## src/rtl/sc_register_bank_pkg.sv

```systemverilog
// Shared constants, types and helpers for the uDATAPATH register bank.
// Changing the bank geometry, the PC slot or its step is done here.
package sc_register_bank_pkg;

  localparam int DATAWIDTH_BUS           = 32;
  localparam int DATAWIDTH_MIR_DIRECTION = 6;
  localparam int REG_COUNT               = 16;
  localparam int ZERO_INDEX              = 0;
  localparam int PC_INDEX                = 14;  // must stay within 1..REG_COUNT-1
  localparam int PC_STEP                 = 4;

  localparam int FIRST_WRITABLE = ZERO_INDEX + 1;
  localparam int LAST_WRITABLE  = REG_COUNT - 1;

  typedef logic [DATAWIDTH_BUS-1:0]           word_t;
  typedef logic [DATAWIDTH_MIR_DIRECTION-1:0] caddr_t;

  // True for C-addresses that name a real, writable register (r1..r15).
  function automatic logic is_writable(input caddr_t addr);
    return (addr >= caddr_t'(FIRST_WRITABLE)) && (addr <= caddr_t'(LAST_WRITABLE));
  endfunction

endpackage

```

## src/rtl/sc_register_cell.sv

```systemverilog
// One bank register: load-enable flop with asynchronous active-low clear.
module sc_register_cell
  import sc_register_bank_pkg::*;
(
  input  logic  clk,
  input  logic  rst_n,
  input  logic  load,
  input  word_t d,
  output word_t q
);

  // NOTE: sequential state uses non-blocking assignments so every flop samples pre-edge values.
  always_ff @(posedge clk or negedge rst_n) begin
    if (!rst_n) begin
      q <= '0;
    end else if (load) begin
      q <= d;
    end
  end

endmodule

```

## src/rtl/sc_register_bank.sv

```systemverilog
// 16 x DATAWIDTH_BUS register bank: r0 tied to zero, r1..r15 written from the C bus,
// r14 doubles as the auto-incrementing PC, and a one-cycle ack confirms each write.
module sc_register_bank
  import sc_register_bank_pkg::*;
(
  input  logic   SC_REGBANK_CLOCK_50,
  input  logic   SC_REGBANK_RESET_InLow,
  input  word_t  SC_REGBANK_C_InBus,
  input  caddr_t SC_REGBANK_CAddress_InBus,
  input  logic   SC_REGBANK_Write_In,
  input  logic   SC_REGBANK_PCInc_In,
  output word_t  SC_REGBANK_data0_OutBus,
  output word_t  SC_REGBANK_data1_OutBus,
  output word_t  SC_REGBANK_data2_OutBus,
  output word_t  SC_REGBANK_data3_OutBus,
  output word_t  SC_REGBANK_data4_OutBus,
  output word_t  SC_REGBANK_data5_OutBus,
  output word_t  SC_REGBANK_data6_OutBus,
  output word_t  SC_REGBANK_data7_OutBus,
  output word_t  SC_REGBANK_data8_OutBus,
  output word_t  SC_REGBANK_data9_OutBus,
  output word_t  SC_REGBANK_data10_OutBus,
  output word_t  SC_REGBANK_data11_OutBus,
  output word_t  SC_REGBANK_data12_OutBus,
  output word_t  SC_REGBANK_data13_OutBus,
  output word_t  SC_REGBANK_data14_OutBus,
  output word_t  SC_REGBANK_data15_OutBus,
  output logic   SC_REGBANK_WriteAck_Out
);

  logic clk;
  logic rst_n;
  assign clk   = SC_REGBANK_CLOCK_50;
  assign rst_n = SC_REGBANK_RESET_InLow;

  word_t                regs      [REG_COUNT-1:1];
  logic [REG_COUNT-1:1] write_sel;
  logic                 write_accepted;

  // Full 6-bit compare, so addresses 16..63 never alias onto r0..r15.
  assign write_accepted = SC_REGBANK_Write_In && is_writable(SC_REGBANK_CAddress_InBus);

  for (genvar i = FIRST_WRITABLE; i < REG_COUNT; i++) begin : g_cell
    assign write_sel[i] = SC_REGBANK_Write_In &&
                          (SC_REGBANK_CAddress_InBus == caddr_t'(i));

    if (i == PC_INDEX) begin : g_pc
      word_t pc_next;
      logic  pc_load;

      // An explicit write to the PC takes priority over the increment.
      assign pc_load = write_sel[i] | SC_REGBANK_PCInc_In;
      assign pc_next = write_sel[i] ? SC_REGBANK_C_InBus
                                    : regs[i] + word_t'(PC_STEP);

      sc_register_cell u_cell (
        .clk   (clk),
        .rst_n (rst_n),
        .load  (pc_load),
        .d     (pc_next),
        .q     (regs[i])
      );
    end else begin : g_gp
      sc_register_cell u_cell (
        .clk   (clk),
        .rst_n (rst_n),
        .load  (write_sel[i]),
        .d     (SC_REGBANK_C_InBus),
        .q     (regs[i])
      );
    end
  end

  always_ff @(posedge clk or negedge rst_n) begin
    if (!rst_n) begin
      SC_REGBANK_WriteAck_Out <= 1'b0;
    end else begin
      SC_REGBANK_WriteAck_Out <= write_accepted;
    end
  end

  assign SC_REGBANK_data0_OutBus  = '0;
  assign SC_REGBANK_data1_OutBus  = regs[1];
  assign SC_REGBANK_data2_OutBus  = regs[2];
  assign SC_REGBANK_data3_OutBus  = regs[3];
  assign SC_REGBANK_data4_OutBus  = regs[4];
  assign SC_REGBANK_data5_OutBus  = regs[5];
  assign SC_REGBANK_data6_OutBus  = regs[6];
  assign SC_REGBANK_data7_OutBus  = regs[7];
  assign SC_REGBANK_data8_OutBus  = regs[8];
  assign SC_REGBANK_data9_OutBus  = regs[9];
  assign SC_REGBANK_data10_OutBus = regs[10];
  assign SC_REGBANK_data11_OutBus = regs[11];
  assign SC_REGBANK_data12_OutBus = regs[12];
  assign SC_REGBANK_data13_OutBus = regs[13];
  assign SC_REGBANK_data14_OutBus = regs[14];
  assign SC_REGBANK_data15_OutBus = regs[15];

endmodule
```

## config.mk

```make
export PLATFORM = sky130hd
export DESIGN_NAME = sc_register_bank
export DESIGN_NICKNAME = d
export VERILOG_FILES = /design/src/rtl/sc_register_bank_pkg.sv /design/src/rtl/sc_register_cell.sv /design/src/rtl/sc_register_bank.sv
export SDC_FILE = /design/constraint.sdc
export NUM_CORES = 1
export LEC_CHECK = 0
export CORE_AREA = 2 2 215 217
export CTS_BUF_LIST = sky130_fd_sc_hd__clkbuf_4 sky130_fd_sc_hd__clkbuf_8
export CTS_CLUSTER_DIAMETER = 60
export DETAILED_ROUTE_END_ITERATION = 7
export DIE_AREA = 0 0 217 219
export GPL_TIMING_DRIVEN = 0
export PLACE_DENSITY = 0.69
export SYNTH_ARGS = -nofsm -noshare
export SYNTH_HDL_FRONTEND = slang
export SYNTH_SLANG_ARGS = --single-unit
```

## constraint.sdc

```tcl
create_clock -name SC_REGBANK_CLOCK_50 -period 3.25 [get_ports SC_REGBANK_CLOCK_50]
set_clock_uncertainty 0.1 [all_clocks]
set_input_delay 0.65 -clock SC_REGBANK_CLOCK_50 [delete_from_list [all_inputs] [get_ports SC_REGBANK_CLOCK_50]]
set_output_delay 0.65 -clock SC_REGBANK_CLOCK_50 [all_outputs]
set_load 0.005 [all_outputs]
```

# ---- Word level (Yosys, flattened, before mapping)
# Index checks and enable logic that the tools add are counted.
dict set report classes {
  reduce_logical 17
  n_bitwise 1
  n_mux 1
  eq_ne 15
  n_addsub 1
  order_cmp 2
}
# op n
set ops {}
lappend ops {{equality test 6 x 4 -> 1 bit (second input constant)} 8}
lappend ops {{adder 32 x 3 -> 32 bit (second input constant)} 1}
lappend ops {{two-way mux 32 bit} 1}
lappend ops {{equality test 6 x 3 -> 1 bit (second input constant)} 4}
lappend ops {{logical AND 1 bit} 17}
lappend ops {{equality test 6 x 2 -> 1 bit (second input constant)} 2}
lappend ops {{equality test 6 x 1 -> 1 bit (second input constant)} 1}
lappend ops {{>= comparator 6 x 1 -> 1 bit (second input constant)} 1}
lappend ops {{less-or-equal comparator 6 x 4 -> 1 bit (second input constant)} 1}
lappend ops {{OR 1 bit} 1}
dict set report word_totals {
  in_bits 42
  register_bits 481
  elab_cells 53
}

# ---- Logic depth before layout (Yosys ltp)
dict set report logic_depth {
  depth_word 3
  mapped_depth 6
  mapped_depth_nobuf 6
}

# ---- Modules after synthesis
# Synthesis repeated with hierarchy kept, for this count alone.
dict set report hier_totals {
  cells_unflattened 1231
  hier_area_um2 21484.4
}
# mod n_inst seq_area_each_um2 cells_per_inst area_each_um2
set by_module_without_submodules {}
lappend by_module_without_submodules {sc_register_cell 15 800.8 68 1345.0}
lappend by_module_without_submodules {sc_register_bank 1 25.0 211 1308.8}

# ---- Worst setup path after synthesis
# Ideal clock, no wire load.
dict set report synth_timing {
  path_type {input -> register}
  start {input SC_REGBANK_CAddress_InBus[3]}
  end {register g_cell[1].g_gp.u_cell.q[10]}
  n_path_buf 2
  path_stages 5
  path_slack_ns 1.220
  t_arrival_ns 1.806
  path_cell_list {buf_2 nor4_2 nand2_1 buf_2 mux2_2}
}
dict set report synth_via {
  elab_chain_cells 2
}
# element line_no
set synth_rtl {}
lappend synth_rtl {{start: declaration} sc_register_bank.sv:9} ;# input caddr_t SC_REGBANK_CAddress_InBus,
lappend synth_rtl {{equality test 6 x 1 -> 1 bit} sc_register_bank.sv:45} ;# (SC_REGBANK_CAddress_InBus == caddr_t'(i));
lappend synth_rtl {{logical AND 1 bit} sc_register_bank.sv:44} ;# assign write_sel[i] = SC_REGBANK_Write_In &&
lappend synth_rtl {{end signal: assignment} sc_register_cell.sv:15} ;# q <= '0;
lappend synth_rtl {{end signal: assignment} sc_register_cell.sv:17} ;# q <= d;
lappend synth_rtl {{end: declaration} sc_register_cell.sv:9} ;# output word_t q
# Every way passes these cells.
# A chain may end at the register's enable or synchronous reset.

# ---- Worst setup path in the final report
dict set report layout_timing {
  start {input SC_REGBANK_CAddress_InBus[0]}
  end {register g_cell[13].g_gp.u_cell.q[3]}
}
dict set report layout_via {
  elab_chain_cells 2
}
# element line_no
set layout_rtl {}
lappend layout_rtl {{equality test 6 x 4 -> 1 bit} sc_register_bank.sv:45}
lappend layout_rtl {{logical AND 1 bit} sc_register_bank.sv:44}
lappend layout_rtl {{end signal: assignment} sc_register_cell.sv:15}
lappend layout_rtl {{end signal: assignment} sc_register_cell.sv:17}
lappend layout_rtl {{end: declaration} sc_register_cell.sv:9}
# Every way passes these cells.

==> metrics <==
number of global-route vias before repair 13.2k; IO Pins 555; gr ovfl total 0; min cycle time layout 2.66 ns; Seq/Total Area, Yosys 64.2%; FF+latch area roughly 0.012 mm²; CTS root buf clkbuf_8; layout cell share with drive strength beyond 1 between 30% and 40%; Syn-to-layout area delta 42.0%; area of the mapped netlist 0.0187 mm²; PwrDens 611 mW/mm²; top-area cell type share of the netlist area 64.2%; Max Buffers Root-to-Sink 3; post-CTS sizing 0; final slew viol count 0; clock power share approximately 34%; Cells after Synth 1221; crit path DAT between 3 and 4 ns; Leakage 12.5 nW; post-synth top area cell dfrtp_1; Die Area ~0.048 mm²; count of different cell masters after synthesis 27; Synth Register Bits 481; Tot GR Track Use between 20% and 30%; Startpoint Class input pin; starting density of the core 41.6%; Synth area leaders dfrtp_1 64%, mux2_2 23%, mux2_1 3.7%; top cells by count, synth 481 x dfrtp_1, 388 x mux2_2, 62 x mux2_1; hpwl dp 42100 µm; ys async rst share 100%; Peak VDD IR 349 µV; Mapped Avg Cell Area around 15 µm²; slew margin rel. a little under half; die width 217 µm; Worst-Margin Slew 0.798 ns; TritonCTS clock tree done; final WL 58100 µm; Finished Layout Cells 2520; CORE AREA 0.0451 mm²; CTS buffer count 80; hold slack about 0.38 ns; setup violators final 0; combinational share of power 20.6%; prevailing post-synth register cell dfrtp_1; Hold-fix buffers, CTS 1; antenna-violating nets left 0; number of flops mapped to enable cells by yosys 0; Worst-Skew Late Latency 0.64 ns; fillers 3697; Sw Ratio 25.6%; Via density 4.96; multi-input logic area 0.00621 mm²; Die Y 219 µm; crit end category register; CTS clk-pin slew, worst paths roughly 0.060 ns; switching power 4.17 mW; # rows ~80; H-tree levels 3; final hold violations 0; worst hold path type input pin to register; # DRC 0; Syn. warnings 0; Fmax achieved 376 MHz; internal power 12.1 mW; global-route wire length before repair 85400 µm; RSZ-0062 raised after global routing no; Starting DRT DRC Count approximately 670; sequential share of power 45.4%; final-stage net count 1902; Buffers on Ports between 500 and 600; number of iterations in the first detailed-routing pass 4; CP Data Required Time 3.68 ns; via count 12.5k; kind of critical path input pin to register; Final GP Congestion about 0.79; Critical Path Fanout Max 10; placed insts approximately 2.4k; top-count cell post-synth dfrtp_1; Setup Fix Bufs, Post-CTS 0; fin crit share 81.8%; pin count of the biggest net entering global routing 126; clock sink count 481; initial antenna violation count 5; maximum capacitance violations 0; Routed WL per cell around 23 µm; run status completed
worst max-delay path: stages:
cell and delay, ns:
clkdlybuf4s50_1 0.58, nand2_1 0.08, nor2_1 0.24, nand4_1 0.62
clkbuf_1 0.52, mux2_2 0.39
metrics by stage:
| stage | worst slack (ns) | TNS (ns) | util (%) | total power, mW | cell area (µm²) |
|---|---|---|---|---|---|
| after floorplan | 1.22 | 0 | - | 8.39 | 18900 |
| after global placement | -19.75 | -9472.63 | 55.0 | 10.8 | 24800 |
| after detailed placement | -0.0198 | -0.105 | 55.3 | 10.9 | 24900 |
| after CTS | 0.568 | 0 | 59.0 | 16.4 | 26600 |
| after global routing | 0.504 | 0 | 59.0 | 17.0 | 26600 |
| final | 0.591 | 0 | 59.0 | 16.3 | 26600 |
routing by layer:
layer / up-vias / wire length (µm) / track usage, %
met4: 8 / 2160 / 10.9
met5: - / 51 / 0
met2: 442 / 27900 / 39.8
li1: 5515 / - / -
met3: 107 / 4550 / 8.40
met1: 6430 / 23500 / 29.4
power groups by stage:
stage / Sequential [mW] / Clock, mW / Combinational [mW]
after floorplan: 7.48 / 0 / 0.912
after global placement: 7.45 / 0 / 3.33
after detailed placement: 7.47 / 0 / 3.39
after CTS: 7.37 / 5.67 / 3.40
after global routing: 7.48 / 5.94 / 3.58
final: 7.38 / 5.52 / 3.35
flip-flops by register name, summed over array words and instances (netlist names):
register                 count
g_cell.g_pc.u_cell.q        32
g_cell.g_gp.u_cell.q       448
SC_REGBANK_WriteAck_Out      1
cell families after synthesis:
kind of cell	after synthesis	synth area share, %
other cells	1	0.0200
compound gates	31	0.828
buf+inv	116	3.25
mux	451	27.1
xor+xnor	29	1.36
fa+ha+maj	1	0.0668
simple gates	111	3.15
flops	481	64.2
final timing paths:
kind                                                    from                      endpoint  slack, ns  depth (start not counted)
worst max-delay path            SC_REGBANK_CAddress_InBus[0]   g_cell[13].g_gp.u_cell.q[3]       0.59                          6
worst min-delay path            SC_REGBANK_CAddress_InBus[3]       SC_REGBANK_WriteAck_Out       0.38                          3
worst max register to register   g_cell[14].g_pc.u_cell.q[7]  g_cell[14].g_pc.u_cell.q[17]       1.04                          5
worst min register to register   g_cell[4].g_gp.u_cell.q[21]   g_cell[4].g_gp.u_cell.q[21]       0.39                          1
max in group asynchronous             SC_REGBANK_RESET_InLow   g_cell[11].g_gp.u_cell.q[5]       0.83                          5
min in group asynchronous             SC_REGBANK_RESET_InLow  g_cell[15].g_gp.u_cell.q[28]       0.42                          2
area by class of cell:
class	instances	area share (%)
Antenna cell	3	0.0282
Clock buffer	131	6.09
Multi-Input combinational cell	655	23.3
Tap cell	600	2.82
Inverter	1	0.0141
Timing Repair Buffer	525	20.0
Sequential cell	481	45.2
Clock inverter	9	0.197
Buffer	115	2.28
layout by cell type (no fill, tap or decap), types with 32 or more instances in the layout:
master / count
buf_2: 43
buf_4: 32
clkbuf_1: 40
clkbuf_8: 102
clkdlybuf4s50_1: 519
conb_1: 32
dfrtp_1: 481
mux2_1: 62
mux2_2: 388
nor2_1: 40
Note: power is estimated with default switching activity, not from simulation.
